`src/rtl/write_data_resp_slave.sv`:
```
// Write-only AXI-Lite style slave: independent AW/W capture, register-file update, buffered B response.
// Build macro WRITE_PROT_CHECK_EN rejects unprivileged (AWPROT[0]==0) writes to register 0.
module write_data_resp_slave #(
  parameter int          NUM_REGS  = 8,
  parameter logic [31:0] BASE_ADDR = 32'h0000_0000
) (
  input  logic        ACLK,
  input  logic        ARESETn,
  input  logic        AWVALID,
  output logic        AWREADY,
  input  logic [31:0] AWADDR,
  input  logic [2:0]  AWPROT,
  input  logic        WVALID,
  output logic        WREADY,
  input  logic [31:0] WDATA,
  input  logic [3:0]  WSTRB,
  output logic        BVALID,
  input  logic        BREADY,
  output logic [1:0]  BRESP,
  input  logic [3:0]  rd_idx,
  output logic [31:0] rd_data
);

  localparam int          IDX_W      = (NUM_REGS > 1) ? $clog2(NUM_REGS) : 1;
  localparam logic [31:0] SPAN       = 32'(4 * NUM_REGS);
  localparam logic [4:0]  NUM_REGS_L = 5'(NUM_REGS);

  typedef enum logic [2:0] {
    IDLE      = 3'd0,
    HAVE_ADDR = 3'd1,
    HAVE_DATA = 3'd2,
    WRITE     = 3'd3,
    RESP      = 3'd4
  } state_t;

  state_t      state_r;
  logic        awready_r;
  logic        wready_r;
  logic        bvalid_r;
  logic [1:0]  bresp_r;
  logic [31:0] addr_r;
  logic [2:0]  prot_r;
  logic [31:0] data_r;
  logic [3:0]  strb_r;
  logic [31:0] regs_r [NUM_REGS];

  logic             aw_hs_s;
  logic             w_hs_s;
  logic [31:0]      offset_s;
  logic [IDX_W-1:0] idx_s;
  logic             access_ok_s;
  logic             unused_s;

  // Handshake detection and decode of the latched address (modulo-2^32 offset).
  always_comb begin
    aw_hs_s  = AWVALID & awready_r;
    w_hs_s   = WVALID & wready_r;
    offset_s = addr_r - BASE_ADDR;
    idx_s    = offset_s[IDX_W+1:2];
`ifdef WRITE_PROT_CHECK_EN
    access_ok_s = (offset_s < SPAN) && (offset_s[1:0] == 2'b00) &&
                  !((offset_s[31:2] == 30'd0) && (prot_r[0] == 1'b0));
`else
    access_ok_s = (offset_s < SPAN) && (offset_s[1:0] == 2'b00);
`endif
    unused_s = ^prot_r;
  end

  // Transaction FSM; ready/response outputs are registered from the next state.
  always_ff @(posedge ACLK) begin
    if (!ARESETn) begin
      state_r   <= IDLE;
      awready_r <= 1'b0;
      wready_r  <= 1'b0;
      bvalid_r  <= 1'b0;
      bresp_r   <= 2'b00;
      addr_r    <= 32'h0000_0000;
      prot_r    <= 3'b000;
      data_r    <= 32'h0000_0000;
      strb_r    <= 4'b0000;
    end else begin
      if (aw_hs_s) begin
        addr_r <= AWADDR;
        prot_r <= AWPROT;
      end
      if (w_hs_s) begin
        data_r <= WDATA;
        strb_r <= WSTRB;
      end
      case (state_r)
        IDLE: begin
          if (aw_hs_s && w_hs_s) begin
            state_r   <= WRITE;
            awready_r <= 1'b0;
            wready_r  <= 1'b0;
          end else if (aw_hs_s) begin
            state_r   <= HAVE_ADDR;
            awready_r <= 1'b0;
            wready_r  <= 1'b1;
          end else if (w_hs_s) begin
            state_r   <= HAVE_DATA;
            awready_r <= 1'b1;
            wready_r  <= 1'b0;
          end else begin
            // Also raises both readies in the first cycle after reset release.
            awready_r <= 1'b1;
            wready_r  <= 1'b1;
          end
        end
        HAVE_ADDR: begin
          if (w_hs_s) begin
            state_r  <= WRITE;
            wready_r <= 1'b0;
          end
        end
        HAVE_DATA: begin
          if (aw_hs_s) begin
            state_r   <= WRITE;
            awready_r <= 1'b0;
          end
        end
        WRITE: begin
          state_r  <= RESP;
          bvalid_r <= 1'b1;
          bresp_r  <= access_ok_s ? 2'b00 : 2'b10;
        end
        RESP: begin
          if (BREADY) begin
            state_r   <= IDLE;
            bvalid_r  <= 1'b0;
            bresp_r   <= 2'b00;
            awready_r <= 1'b1;
            wready_r  <= 1'b1;
          end
        end
        default: begin
          state_r   <= IDLE;
          awready_r <= 1'b0;
          wready_r  <= 1'b0;
          bvalid_r  <= 1'b0;
          bresp_r   <= 2'b00;
        end
      endcase
    end
  end

  // Register file: byte-lane update at the end of a valid WRITE cycle.
  always_ff @(posedge ACLK) begin
    if (!ARESETn) begin
      for (int i = 0; i < NUM_REGS; i++) begin
        regs_r[i] <= 32'h0000_0000;
      end
    end else if ((state_r == WRITE) && access_ok_s) begin
      for (int b = 0; b < 4; b++) begin
        if (strb_r[b]) begin
          regs_r[idx_s][8*b +: 8] <= data_r[8*b +: 8];
        end
      end
    end
  end

  // Combinational readback; out-of-range indices read as zero.
  always_comb begin
    if ({1'b0, rd_idx} < NUM_REGS_L) begin
      rd_data = regs_r[rd_idx[IDX_W-1:0]];
    end else begin
      rd_data = 32'h0000_0000;
    end
  end

  assign AWREADY = awready_r;
  assign WREADY  = wready_r;
  assign BVALID  = bvalid_r;
  assign BRESP   = bresp_r;

endmodule

```
`config.mk`:
```
export PLATFORM = sky130hd
export DESIGN_NAME = write_data_resp_slave
export DESIGN_NICKNAME = d
export VERILOG_FILES = /design/src/rtl/write_data_resp_slave.sv
export SDC_FILE = /design/constraint.sdc
export NUM_CORES = 1
export LEC_CHECK = 0
export CORE_MARGIN = 3
export CORE_UTILIZATION = 40
export CTS_BUF_LIST = sky130_fd_sc_hd__clkbuf_16
export CTS_CLUSTER_DIAMETER = 120
export CTS_CLUSTER_SIZE = 30
export DETAILED_ROUTE_END_ITERATION = 6
export PLACE_DENSITY = 0.57
export SLEW_MARGIN = 20
export SYNTH_ARGS = -nofsm -noshare
export SYNTH_HDL_FRONTEND = slang
export SYNTH_SLANG_ARGS = --single-unit
```
`constraint.sdc`:
```
create_clock -name ACLK -period 3.07 [get_ports ACLK]
set_input_delay 0.4605 -clock ACLK [delete_from_list [all_inputs] [get_ports ACLK]]
set_output_delay 0.4605 -clock ACLK [all_outputs]
set_load 0.005 [all_outputs]
```
==> results of run 1 <==
==> registers in the layout (all words and copies together) (netlist names) <==
signal and cells:
state_r 3, addr_r 32, BRESP 1, data_r 32
strb_r 4, BVALID 1, AWREADY 1, WREADY 1
regs_r 256
==> metrics by stage <==
| step | setup WS, ns | cell area (µm²) | util, % | total power (W) |
|---|---|---|---|---|
| after floorplan | 0.340 | 14200 | - | 0.00573 |
| after global placement | 0.301 | 16200 | 46.4 | 0.00622 |
| after detailed placement | 0.309 | 16200 | 46.4 | 0.00624 |
| after CTS | 0.300 | 16600 | 47.8 | 0.00861 |
| after global routing | 0.191 | 16600 | 47.8 | 0.00885 |
| final | 0.338 | 16600 | 47.8 | 0.00853 |
==> layer usage <==
layer | global-route usage, % | up-vias
met2 | 32.0 | 246
met5 | 0 | -
li1 | - | 4302
met1 | 26.5 | 4617
met3 | 2.32 | 41
met4 | 4.17 | 0
==> kinds of logic after synthesis <==
kind of cell,count (synthesis),synth area share (%)
flops,331,64.5
mux,97,12.4
simple gates,515,15.2
other cells,1,0.0263
buf+inv,91,2.50
compound gates,114,5.36
==> cell type report <==
class                   instances  area (µm²)
clock buffers                  15         375
clock inverters                10        85.1
fillers                      3136       18200
inverters                       8        30.0
multi-input cells             727        4710
flip-flops and latches        331        9190
well taps                     455         569
repair buffers                177        1670
==> report_power, final <==
group	switching [W]	leakage (nW)	internal, W
logic	0.000601	2.02	0.000451
clock network	0.00140	0.250	0.00101
registers	0.0000864	3.25	0.00498
total	0.00209	5.52	0.00645
==> path summary, 6_finish.rpt <==
check                               start                           to  cells after the start
setup / recovery   addr_r[5]$_SDFFE_PN0P_  regs_r[3][26]$_SDFFCE_PN0P_                      6
hold / removal                    ARESETn       data_r[2]$_SDFFE_PN0P_                      2
setup reg to reg   addr_r[5]$_SDFFE_PN0P_  regs_r[3][26]$_SDFFCE_PN0P_                      6
hold reg to reg   addr_r[31]$_SDFFE_PN0P_      addr_r[31]$_SDFFE_PN0P_                      2
==> cell usage in the layout, fill, tap and decap left out, types with 2 or more instances in the layout <==
cell                              count
sky130_fd_sc_hd__nor4_1               3
sky130_fd_sc_hd__mux2i_1             33
sky130_fd_sc_hd__clkdlybuf4s50_1    108
sky130_fd_sc_hd__a21oi_1              4
sky130_fd_sc_hd__or2_2                2
sky130_fd_sc_hd__edfxtp_1           256
sky130_fd_sc_hd__and3_1               2
sky130_fd_sc_hd__nand2_1            144
sky130_fd_sc_hd__o311a_1              2
sky130_fd_sc_hd__nor4_4               4
sky130_fd_sc_hd__buf_4               60
sky130_fd_sc_hd__clkbuf_16           15
sky130_fd_sc_hd__inv_1               15
sky130_fd_sc_hd__a21boi_0            68
sky130_fd_sc_hd__nand4b_1             4
sky130_fd_sc_hd__o21ai_0             35
sky130_fd_sc_hd__and2_1               3
sky130_fd_sc_hd__nand4_1              4
sky130_fd_sc_hd__or4_1                3
sky130_fd_sc_hd__nor3_1               3
sky130_fd_sc_hd__nand3_1             36
sky130_fd_sc_hd__mux4_2              64
sky130_fd_sc_hd__buf_12               6
sky130_fd_sc_hd__nor2_1             293
sky130_fd_sc_hd__buf_2                3
sky130_fd_sc_hd__dfxtp_1             75
sky130_fd_sc_hd__nand3b_1             4
==> synth_stat cells, drive strengths merged (3+ instances only) <==
cell / instances / area (µm²)
buf: 14 / 67.6
a21oi: 4 / 20.0
a21boi: 68 / 510
edfxtp: 256 / 7690
clkbuf: 69 / 259
nand4: 4 / 25.0
o21ai: 35 / 175
or4: 3 / 22.5
nand4b: 4 / 35.0
nand3: 36 / 180
mux4: 64 / 1440
nand2: 144 / 541
inv: 8 / 30.0
nor2: 294 / 1100
dfxtp: 75 / 1500
and2: 5 / 31.3
mux2i: 33 / 330
nor3: 3 / 15.0
nand3b: 4 / 30.0
nor4: 7 / 104
==> metrics list, run 1 <==
- After detailed routing, the number of vias per cell comes to around 5.3.
- Met3 wirelength from detailed routing: about 1.8 mm
- On the critical path, the stage with the largest delay is an instance of sky130_fd_sc_hd__or4_1.
* Final worst path period need: approximately 2.7 ns
- After floorplanning, the core was sized to cover roughly 35000 µm².
- Post-Synthesis Cells: between 1000 and 1500
- Share of the clock period used by the worst path after layout: ~89%
* Relative slew margins: 45.6%
- Clock Tree Buf Depth: 3
- Setup slack on the worst reg-to-reg path comes out at about 0.34 ns.
* Power per cell area: 513 nW/µm²
* Largest delay contributor family on the critical path: simple AND/OR/NAND/NOR gates
* Routability cong.: ~0.74
* Placed Instances: about 1700
- Bufs and invs on worst path: 2
- The mapped netlist covers 14200 µm².
* Sum of net half-perimeters after detailed placement: around 23 mm
* Layout overhead on the synthesized area: 16.7%
* Total global routing overflow: 0
* Max Clk Rate: ~370 MHz
- DRC violations left: 0
- Fraction of layout cells with a size suffix above 1: approximately an eighth
- Across the run, the number of max-cap violations was 0.
* Number of endpoints with negative hold slack in the final report: 0
- Of the synthesized area, sequential elements account for around 64%.
- Accumulated negative setup slack: 0 ns
- Required time worst endpoint: roughly 3.3 ns
* Cell at the root of the clock tree: sky130_fd_sc_hd__clkbuf_16
- Final max-slew violation count: 0
* Via total after detailed routing: between 9000 and 10000
- Detailed routing placed a total of approximately 17 mm of wire on met2.
- Standard-cell row count: 68
- Min Hold Slack: about 0.36 ns
- VDD IR-drop max: 0.000293 V
- After synthesis, the netlist uses 40 different library cells.
* Number of nets in the synthesized netlist: 1229
- Critical Path Fanout Max: 9
- Gates resized during post-CTS repair numbered 0.
- Number of enable flip-flop cells after synthesis: about 260
- The analysis attributes to cell leakage a power of approximately 5.5 nW.
- Total routing resource utilization after global routing: a little under a fifth
- Cell Count, Final, Fillers Out: roughly 1700
* Boundary Pins: about 120
- Initial Utilization: 40.9%
* Wire length per cell: 20.8 µm
* Ys flop type: sky130_fd_sc_hd__edfxtp_1
- In this run the number of H-tree levels came out at 1.
- The worst setup path is launched from a flop.
- TritonCTS built the clock tree.
* Antenna violations before repair: 0
- Die width: just under 200 µm
- Counting every sink on the clock net gives approximately 330.
* Element type at the critical path end: flop
- Actual transition at the worst max-transition pin: ~0.82 ns
* Start-to-end type of the worst setup path: reg -> reg
- Clock-pin slew was measured on the worst setup and hold paths at between 0.1 and 0.15 ns.
* Syn avg cell area: 12.4 µm²
* Setup-failing EPs final: 0
- At the later pin of the worst-skew pair, clock insertion delay measures roughly 0.51 ns.
- Entering global routing, the biggest net connects between 90 and 100 pins.
- Buffers inserted during post-CTS setup optimization: 0
- Counting flops with an async set or reset pin after synthesis yields a share of 0%.
* Routed length on met1: 16.0 mm
- Largest incremental delay on the critical path: roughly 0.71 ns
- The flow ran to the end, and the final reports show no timing, DRC or antenna violations.
- Number of antenna cells inserted: 0
* Yosys warning count: 0
- RSZ-0062 raised after global routing: no
- The pre-antenna-repair detailed-routing pass consisted of 5 iterations.
- From bottom edge to top edge, the die measures between 150 and 200 µm.
- The cell that appears most often on the critical path is sky130_fd_sc_hd__buf_4.
- Register bit count reported by yosys: between 300 and 400
* Initial DRC Count: ~720
- CTS hold repair buffers: 0
* Worst-path cell chain: or4_1 > nor4_4 > buf_4 > nand3_1 > o21ai_0 > buf_4
- After detailed routing, the total wire length is ~36 mm.
* Class of the most critical hold timing path: in -> reg
- For the worst setup path, the data arrival time is roughly 2.9 ns.
- The count of nets left with antenna violations once routing finished came out at 0.
- Wire length of the first global-routing pass: 56.0 mm
- Vias in the first global route: 9403
- Area of the die: between 30000 and 40000 µm²
* Highest metal layer with signal wires: met4
- Number of nets in the final layout: 1340
- CTS buffer count: 15
- Number of input and output port buffers inserted: between 100 and 150
- For the final database, setup skew stands at 0.0245 ns.
(Power assumes the default switching activity.)
==> run 2, diff against run 1 <==
CELL_PAD_IN_SITES_DETAIL_PLACEMENT = 0   (was not set)
CELL_PAD_IN_SITES_GLOBAL_PLACEMENT = 2   (was not set)
PLACE_DENSITY = 0.77   (was 0.57)
==> run 2 against run 1 <==
  * Sequential power about the same
  * Clock skew grew 0.016 ns
  * Critical path depth unchanged
  * Core utilization fell by 0.11 points
  * Sequential share of layout area grew 0.12 points
  * Worst setup slack gained 0.018 ns
  * Non-clock buffer count stayed put
  * Wire length is 2.4% lower
  * Count of clock-buffer cells in the layout is the same
  * Critical path type is now in -> out
  * Critical endpoint is now rd_data[19]
  * Largest power group unchanged
==> metrics list, run 2 (synthesis results as in run 1) <==
* Result of the run: completed
- STA classifies the critical path endpoint as an output pin.
* Number of antenna cells inserted: 0 (unchanged)
* Static leakage power: 5.51 nW (-0.25%)
- The sum of routed wire length over all layers is 35.1 mm (-2.4%).
- Multi-input logic area: 4700 µm² (about the same)
- The standard cell area after detailed placement was 16100 µm² (-0.10%).
- Wire length of the first global-routing pass: 54.0 mm (-3.5%)
- Class of the most critical hold timing path: reg -> reg
- Relative slew margins: 62.6% (+17 points)
- The final cell utilization of the core is 47.7% (-0.11 points).
* Maximum clock skew at final layout: 0.0405 ns (+0.0160 ns)
- TritonCTS built the clock tree.
* Setup-failing EPs final: 0 (unchanged)
* Die Ht: 195 µm (unchanged)
- The remaining antenna violation count after routing came to 0 (unchanged).
- Clock Tree Buf Depth: 3 (unchanged)
* Required time worst endpoint: 2.61 ns (-0.67 ns)
* CTS buffer count: 15 (unchanged)
* Vias in the first global route: 9173 (-2.4%)
- The slew at the pin closest to its max-slew limit was 0.561 ns (-0.255 ns).
* Via total after detailed routing: 9046 (-1.7%)
* Sequential cell area: 9190 µm² (unchanged)
* Total global routing overflow: 0 (unchanged)
- The library cells used most frequently in the layout, excluding fill and tap cells, are sky130_fd_sc_hd__nor2_1, sky130_fd_sc_hd__edfxtp_1, sky130_fd_sc_hd__nand2_1.
* Initial Utilization: 40.9% (unchanged)
* Count of max-cap constraint violations: 0 (unchanged)
- The hold violation total from the final report came to 0 (unchanged).
* Arr. time, crit path: 2.25 ns (-0.69 ns)
* Largest register FFs: 256 (unchanged)
- The number of clock sinks came to 331 (unchanged).
- Area of all placed cells without fillers: 16600 µm² (-0.23%)
* Count of instances resized after the clock tree is built: 0 (unchanged)
- The hold-fix buffer count after cts came to 0 (unchanged).
- Buffers inserted during post-CTS setup optimization: 0 (unchanged)
- The clock transition at the registers of the reported paths was 0.07 ns (-0.05 ns).
* Power per cell area: 508 nW/µm² (-1.1%)
- The critical-path maximum fanout came to 23 (+14).
- The DRC violation count after routing came to 0 (unchanged).
- Total routing resource utilization after global routing: 18.3% (-0.64 points)
* Largest net degree at the start of global routing: 62 (-34%)
- Number of detailed-route iterations in the first pass: 5 (unchanged)
- The post-detailed-route via-to-cell ratio was 5.25 (-1.7%).
* Largest register by flop count: regs_r
- The placeable core region is 34800 µm² (unchanged).
- Antenna violations before repair: 0 (unchanged)
- The number of rows in the core area was 68 (unchanged).
* Initial DRC Count: 673 (-6.8%)
* H-tree depth: 1 (unchanged)
- The routed length per placed instance came to 20.3 µm (-2.4%).
* Accumulated negative setup slack: 0 ns (unchanged)
- Final max-slew violation count: 0 (unchanged)
- The highest clock rate is 368 MHz (+0.68%).
- The share of the cycle needed by the critical path after routing was 88.4% (-0.60 points).
- RSZ-0062 raised after global routing: no
- Final worst path period need: 2.71 ns (-0.0184 ns)
- Fraction of layout cells with a size suffix above 1: 12.3% (-0.32 points)
* VDD IR-drop max: 0.000332 V (+13%)
- The latest clock arrival within the worst-skew pair is 0.51 ns (about the same).
- The count of buffers from port buffering is 112 (unchanged).
- Layout overhead on the synthesized area: 16.4%
* Count of filler cells inserted in the layout: 3209 (+2.3%)
- The placer congestion estimate was 0.738 (about the same).
* Area of the die: 37900 µm² (unchanged)
- Regs by FF count: regs_r: 256 flops, addr_r: 32 flops, data_r: 32 flops
* Crit start category: primary input
- Sum of net half-perimeters after detailed placement: 22.5 mm (-1.6%)
- Number of nets in the final layout: 1340 (unchanged)
* Start-to-end type of the worst setup path: in -> out
- Boundary Pins: 117 (unchanged)
- Die width: 195 µm (unchanged)
* Cell at the root of the clock tree: sky130_fd_sc_hd__clkbuf_16
- Commonest non-fill, non-tap cell in the layout: sky130_fd_sc_hd__nor2_1
## run 2: cell count changes in the layout (fill, tap and decap cells not counted), sizes merged
| cell | change |
|---|---|
| inv | +1 |
| bufinv | -1 |
## run 2: path summary, 6_finish.rpt
kind,to,slack (ns),start,depth (start not counted)
setup / recovery,rd_data[19],0.36,rd_idx[0],6
setup reg to reg,regs_r[5][11]$_SDFFCE_PN0P_,0.45,addr_r[5]$_SDFFE_PN0P_,6
hold / removal,addr_r[7]$_SDFFE_PN0P_,0.46,addr_r[7]$_SDFFE_PN0P_,2
hold reg to reg,addr_r[7]$_SDFFE_PN0P_,0.46,addr_r[7]$_SDFFE_PN0P_,2
## run 2: critical path, cell delays in order
cell and delay (ns):
sky130_fd_sc_hd__buf_4 0.17, sky130_fd_sc_hd__buf_12 0.25, sky130_fd_sc_hd__mux4_2 0.53, sky130_fd_sc_hd__mux2i_1 0.28, sky130_fd_sc_hd__nor2_1 0.08, sky130_fd_sc_hd__clkdlybuf4s50_1 0.46
## run 2: cell type report
type	instances	area share, %
Clock buffer	15	2.26
Clock inverter	10	0.385
Inverter	8	0.181
Multi-Input combinational cell	727	28.4
Sequential cell	331	55.4
Tap cell	455	3.43
Timing Repair Buffer	177	9.97
## run 2: through the flow
stage / hold slack, ns / instances / setup slack, ns / power [W]
3_3_place_gp: 0.449 / 1698 / 0.330 / 0.00621
6_report: 0.462 / 1723 / 0.356 / 0.00842
4_1_cts: 0.467 / 1723 / 0.334 / 0.00852
5_1_grt: 0.482 / 1723 / 0.279 / 0.00875
2_1_floorplan: 0.438 / 1149 / 0.340 / 0.00573
3_5_place_dp: 0.455 / 1698 / 0.332 / 0.00622
## run 2: power breakdown
part	internal (W)	switching [W]
Clock	0.000926	0.00140
Sequential	0.00498	0.0000865
Combinational	0.000458	0.000568
Total	0.00637	0.00205
## run 2: per-layer routing
metal	routed length, µm	track usage (%)	vias up	part of all wire, %
met3	1950	2.41	29	5.6
met5	0	0	-	0
met1	15800	26.1	4486	45
met4	391	2.75	0	1.1
li1	-	-	4294	-
met2	16900	30.9	237	48
